--- src/rtl/bin_to_bcd_serial_ctrl.sv ---
// Serial shift-and-add-3 binary-to-BCD converter, valid/ready on both sides.
// Optional retired-result counter port conv_cnt under BIN2BCD_PERF_CNT_EN.
module bin_to_bcd_serial_ctrl #(
  parameter int NBITS   = 8,
  parameter int NDIGITS = 3
) (
  input  logic                   clk,
  input  logic                   rst_n,
  input  logic                   in_val,
  output logic                   in_rdy,
  input  logic [NBITS-1:0]       in,
  output logic                   out_val,
  input  logic                   out_rdy,
  output logic [4*NDIGITS-1:0]   bcd,
  output logic                   busy
`ifdef BIN2BCD_PERF_CNT_EN
  ,
  output logic [15:0]            conv_cnt
`endif
);

  localparam int DW = 4 * NDIGITS;
  localparam int CW = $clog2(NBITS + 1);

  // Bits of each digit that can ever be set for the largest operand.
  function automatic logic [DW-1:0] digit_mask();
    logic [DW-1:0] m;
    longint maxv;
    longint p;
    longint top;
    m    = '0;
    maxv = (64'd1 << NBITS) - 64'd1;
    p    = 64'd1;
    for (int d = 0; d < NDIGITS; d++) begin
      if (p * 64'd10 <= maxv) top = 64'd9;
      else                    top = maxv / p;
      for (int b = 0; b < 4; b++)
        if ((64'd1 << b) <= top) m[4*d+b] = 1'b1;
      p = p * 64'd10;
    end
    return m;
  endfunction

  localparam logic [DW-1:0] MASK = digit_mask();

  typedef enum logic [1:0] {
    IDLE,
    SHIFT,
    DONE
  } state_t;

  state_t            state;
  state_t            state_n;
  logic [NBITS-1:0]  bin_reg;
  logic [DW-1:0]     dig;
  logic [DW-1:0]     adj;
  logic [CW-1:0]     cnt;

  // Add 3 to every digit that would overflow past 9 after doubling.
  always_comb begin
    adj = dig;
    for (int d = 0; d < NDIGITS; d++)
      if (dig[4*d +: 4] >= 4'd5)
        adj[4*d +: 4] = dig[4*d +: 4] + 4'd3;
  end

  // State register.
  always_ff @(posedge clk or negedge rst_n) begin
    if (!rst_n) state <= IDLE;
    else        state <= state_n;
  end

  // Next-state logic; SHIFT spends one extra cycle at cnt==0 to publish bcd.
  always_comb begin
    state_n = state;
    case (state)
      IDLE:    if (in_val)       state_n = SHIFT;
      SHIFT:   if (cnt == '0)    state_n = DONE;
      DONE:    if (out_rdy)      state_n = IDLE;
      default:                   state_n = IDLE;
    endcase
  end

  // Operand load, shift datapath and result capture.
  always_ff @(posedge clk or negedge rst_n) begin
    if (!rst_n) begin
      bin_reg <= '0;
      dig     <= '0;
      cnt     <= '0;
      bcd     <= '0;
    end else begin
      case (state)
        IDLE: begin
          if (in_val) begin
            bin_reg <= in;
            dig     <= '0;
            cnt     <= CW'(NBITS);
          end
        end
        SHIFT: begin
          if (cnt != '0) begin
            dig     <= {adj[DW-2:0], bin_reg[NBITS-1]};
            bin_reg <= {bin_reg[NBITS-2:0], 1'b0};
            cnt     <= cnt - 1'b1;
          end else begin
            bcd     <= dig & MASK;
          end
        end
        default: ;
      endcase
    end
  end

`ifdef BIN2BCD_PERF_CNT_EN
  // Saturating count of retired results.
  always_ff @(posedge clk or negedge rst_n) begin
    if (!rst_n)
      conv_cnt <= '0;
    else if (state == DONE && out_rdy && conv_cnt != 16'hFFFF)
      conv_cnt <= conv_cnt + 16'd1;
  end
`endif

  assign in_rdy  = (state == IDLE);
  assign out_val = (state == DONE);
  assign busy    = (state != IDLE);

endmodule

--- config.mk ---
export PLATFORM = sky130hd
export DESIGN_NAME = bin_to_bcd_serial_ctrl
export DESIGN_NICKNAME = d
export VERILOG_FILES = /design/src/rtl/bin_to_bcd_serial_ctrl.sv
export SDC_FILE = /design/constraint.sdc
export NUM_CORES = 1
export LEC_CHECK = 0
export BUFFER_PORTS_ARGS = -buffer_cell sky130_fd_sc_hd__buf_2
export CAP_MARGIN = 25
export CORE_ASPECT_RATIO = 0.5
export CORE_MARGIN = 4
export CORE_UTILIZATION = 40
export DETAILED_ROUTE_END_ITERATION = 7
export SKIP_CTS_REPAIR_TIMING = 1
export SLEW_MARGIN = 20
export SYNTH_ARGS = -nofsm -noshare
export SYNTH_HDL_FRONTEND = slang
export SYNTH_SLANG_ARGS = --single-unit
--- constraint.sdc ---
create_clock -name clk -period 2.4 [get_ports clk]
set_input_delay 0.24 -clock clk [delete_from_list [all_inputs] [get_ports clk]]
set_output_delay 0.24 -clock clk [all_outputs]
set_load 0.01 [all_outputs]
# After elaboration in Yosys (flattened, before gate mapping)
# Cells that the tools add are included.
[word_totals] ff_bits=36 in_bits=12 output_inout_bits=15
[op_classes] add_sub_neg=4 magnitude_cmp=3 n_eq_ne=6 n_mux=16 n_bitwise=1 reduce_logical=8
[op_table] cell="$mux W12" n=2
[op_table] cell="$pmux W12 S2" n=1
[op_table] cell="$mux W4" n=4
[op_table] cell="$mux W8" n=2
[op_table] cell="$pmux W8 S2" n=1
[op_table] cell="$ge A4 B3 Y1 const B" n=3
[op_table] cell="$add A4 B2 Y4 const B" n=2
[op_table] cell="$pmux W4 S2" n=1
[op_table] cell="$mux W2" n=3
[op_table] cell="$ne A2 B2 Y1 const B" n=3
[op_table] cell="$pmux W2 S3" n=1
[op_table] cell="$reduce_and A3 Y1" n=2
[op_table] cell="$logic_not A4 Y1" n=1
[op_table] cell="$reduce_bool A2 Y1" n=2
[op_table] cell="$reduce_bool A4 Y1" n=1
[op_table] cell="$sub A4 B1 Y4 const B" n=1
[op_table] cell="$add A3 B2 Y3 const B" n=1
[op_table] cell="$mux W3" n=1
[op_table] cell="$eq A2 B1 Y1 const B" n=1
[op_table] cell="$eq A2 B2 Y1 const B" n=1
[op_table] cell="$logic_not A2 Y1" n=1
[op_table] cell="$ne A2 B1 Y1 const B" n=1
[op_table] cell="$reduce_and A2 Y1" n=1
[op_table] cell="$not A1 Y1" n=1

# Longest topological paths before layout
[depth] depth_word=4 depth_mapped=8 ltp_nobuf=7

# Worst setup path before layout
# OpenSTA, ideal clock, no wires.
[synth_path] kind="reg2reg" start="reg cnt[0]" end="reg bin_reg[1]" t_arrival_ns=1.571 t_required_ns=2.273 slack_ns=0.702 path_stages_with_launch=9 path_cell_list="dfrtp_1 > inv_1 > ha_1 > nor3b_2 > a211o_1 > buf_6 > buf_6 > a222oi_1 > inv_1"
[synth_via] elab_chain_cells=3
[synth_rtl] element="start, declared" line_no="57" rtl="logic [CW-1:0] cnt;"
[synth_rtl] element="start signal, assigned" line_no="97" rtl="cnt <= CW'(NBITS);"
[synth_rtl] element="start signal, assigned" line_no="104" rtl="cnt <= cnt - 1'b1;"
[synth_rtl] element="$reduce_bool A4 Y1" line_no="101" rtl="if (cnt != '0) begin"
[synth_rtl] element="$ne A2 B2 Y1 (no source line)"
[synth_rtl] element="$reduce_and A3 Y1 (no source line)"
[synth_rtl] element="end signal, assigned" line_no="95" rtl="bin_reg <= in;"
[synth_rtl] element="end signal, assigned" line_no="103" rtl="bin_reg <= {bin_reg[NBITS-2:0], 1'b0};"
[synth_rtl] element="end, declared" line_no="54" rtl="logic [NBITS-1:0] bin_reg;"
# No other way between the ends.
# A chain may end at the register's enable or synchronous reset.

# Worst setup path in the final report
[layout_path] start="reg cnt[0]" end="reg cnt[2]"
[layout_via] elab_chain_cells=3
[layout_rtl] element="$sub A4 B1 Y4 or $reduce_bool A4 Y1 (tied branches)" line_no="104, 101"
[layout_rtl] element="$mux W4 or $ne A2 B2 Y1 (tied branches)"
[layout_rtl] element="$pmux W4 S2 or $reduce_and A3 Y1 (tied branches)"
# Several ways; a longest one is shown, not always the timed one. The select of a mux whose other input is x is not followed.

==> impl_metrics.ini <==
[critical_path]
end_kind = register
start_kind = register
critPathRequiredTime_ns = 2.63
critPathMaxFanout = 17
crit_arrival_ns = 2.33
path_class = register to register
reg2reg_depth = 7

[sta]
fmax_ghz = 0.474
fin_setup_tns_ns = 0
slew_headroom_pct = 47.1
finalClockSkew_ns = 0.0104
rsz0062_at_grt = false
finalSetupViolations = 0
fin_crit_sh_pct = 87.8
worst_pin_slew_ns = 0.794
min_period_ns = 2.11
hold_viol = 0
finalWorstSetupSlack_ns = 0.292
final_max_slew_viol_count = 0

[clock_tree]
htree_levels = 2
clk_pin_slew_ns = 0.07
cts-root-buf = clkbuf_8
numCtsBuffers = 5
cts_buffer_depth = 2
clk_latency_ns = 0.29
cts_tree = built
cts_sinks = 36

[global_routing]
grt_usage_pct = 12.6
grt_pass1_wl_mm = 5.18
grt.overflow.total = 0
grt-busiest-layer = met2
grt_max_degree = 37
grt_antenna_before_repair = 0
grt_use_met1_pct = 17.1
use_met3_pct = 4.20
grt_pass1_vias = 1128
grt.met2_usage_pct = 19.6

[route]
ant_nets = 0
post_drt_via_cell_ratio = 5.09
vias = 1192
wire_per_inst_um = 13.4
drcViolationCount = 0
drtIter0Drc = 61
drt_pass1_iterations = 5
wirelength_mm = 3.14

[die]
design.core.area_mm2 = 0.00400
num_io_pins = 27
initial_core_util_pct = 42.8
die_area_mm2 = 0.00545
fp.dieW_um = 101
num_rows = 16
die_y_um = 54.3

[flow_run]
cap_violations = 0

[synth]
ys_top_cells_by_area = dfrtp_1 53%, ha_1 5.8%, o21ai_0 4.4%
synth_seq_cells = 36
syn_inst = 155
async_reset_ff_share_pct = 100
synth.top_cell.area_share_pct = 52.6
synth_ff_type = dfrtp_1
synth_edf_count = 0
ys_seq_area_share_pct = 52.6
yosysWarningCount = 0
synth.avg_cell_area_um2 = 11.0
synth_area_mm2 = 0.00171
yosysTopAreaCell = dfrtp_1
synth.distinct_cells = 32

[power_and_ir_drop]
vdd_drop_max_v = 0.000462
p_switching_uw = 1080
p_leak_uw = 0.000988
intPower_uw = 1730
p_comb_share_pct = 44.1
seq_power_share_pct = 37.0
pwr-share-clk_pct = 19.0
sw_frac_of_total_pct = 38.5
p_per_area_mw_per_mm2 = 1430

[run_status]
status = completed

[placed_design]
dp_slack_ns = 0.308
portBuffers = 24
place_congestion = 0.733
dp_hpwl_mm = 2.17

[finish]
fin_nets = 199
layout.area.seq_um2 = 901
syn_to_final_growth_pct = 14.5
largest_reg_flops = 12
drive_gt1_share_pct = 22.2
multi_input_area_um2 = 689
n_antenna_cell = 0
num-fill-cells = 394

[min_path]
min_path_type = input port to asynchronous set/reset pin
-- cells by family (layout without fill, tap and decap cells) --
group,after synthesis,count (layout),synth area share [%]
compound gates,42,42,16.9
flops,36,36,52.6
simple gates,27,27,7.82
buf+inv,25,49,7.31
mux,11,11,6.73
fa+ha+maj,8,8,5.85
xor+xnor,5,5,2.56
other cells,1,2,0.219
-- per-layer routing --
| metal | share of wire [%] | routed length [µm] |
|---|---|---|
| met1 | 52 | 1620 |
| met2 | 43 | 1350 |
| met3 | 4.6 | 145 |
| met4 | 0.57 | 18 |
| met5 | 0 | 0 |
-- worst paths after layout --
path                                    startpoint                endpoint  slack [ns]
worst max-delay path            cnt[0]$_DFFE_PN0P_      cnt[2]$_DFFE_PN0P_        0.29
worst min-delay path                         rst_n  bin_reg[4]$_DFFE_PN0P_        0.03
worst max register to register  cnt[0]$_DFFE_PN0P_      cnt[2]$_DFFE_PN0P_        0.29
worst min register to register  bcd[4]$_DFFE_PN0P_      bcd[4]$_DFFE_PN0P_        0.48
max in group asynchronous                    rst_n      dig[8]$_DFFE_PN0P_        1.86
min in group clk                           out_rdy    state[1]$_DFFE_PN0P_        0.15
-- stage by stage --
stage	util (%)	hold slack [ns]	cell area (µm²)	total power [µW]	cells
final	49.0	0.0309	1960	2810	234
after global routing	49.0	0.0997	1960	3070	234
after CTS	49.0	0.0608	1960	2850	234
after detailed placement	46.2	0.380	1850	2300	226
after global placement	46.2	0.376	1850	2250	226
after floorplan	-	-0.0556	1720	2020	156
-- placed cells by master (no fill, tap or decap), drive strengths merged, types with 3 or more instances in the layout --
cell,count
dfrtp,36
buf,26
o21ai,15
inv,15
nand2,13
ha,8
mux2i,7
nand2b,5
clkbuf,5
a22o,4
o22ai,4
mux2,4
nor2,3
nor2b,3
a222oi,3
o31ai,3
a32o,3
a21oi,3
xnor2,3
-- power by group through the flow --
stage               registers, µW  logic [µW]  clock network [µW]
floorplan                    1050         964                   0
global placement             1040        1210                   0
detailed placement           1050        1250                   0
CTS                          1040        1260                 550
global route                 1080        1420                 577
finish                       1040        1240                 533
-- cell usage after synthesis (2+ instances only) --
| master | instances |
|---|---|
| dfrtp_1 | 36 |
| o21ai_0 | 15 |
| inv_1 | 14 |
| nand2_1 | 13 |
| ha_1 | 8 |
| mux2i_1 | 7 |
| nand2b_1 | 5 |
| a22o_1 | 4 |
| buf_2 | 4 |
| mux2_2 | 4 |
| o22ai_1 | 4 |
| a21oi_1 | 3 |
| a222oi_1 | 3 |
| a32o_1 | 3 |
| buf_4 | 3 |
| nor2_1 | 3 |
| nor2b_1 | 3 |
| o31ai_1 | 3 |
| xnor2_1 | 3 |
| a211oi_1 | 2 |
| buf_6 | 2 |
| o32ai_1 | 2 |
| xor2_1 | 2 |
-- cell type report --
class / instances / area share [%]
Timing Repair Buffer: 26 / 6.89
Clock buffer: 5 / 3.51
Inverter: 15 / 2.87
Tap cell: 54 / 3.45
Sequential cell: 36 / 45.9
Clock inverter: 3 / 2.17
Multi-Input combinational cell: 95 / 35.2
-- critical path: stages (launching register included) --
cell      delay [ns]
dfrtp_1         0.41
inv_1           0.09
ha_1            0.14
nor3b_2         0.24
a211o_1         0.52
inv_2           0.25
a211oi_1        0.28
a31o_1          0.13
Power figures use the tool's default switching activity.
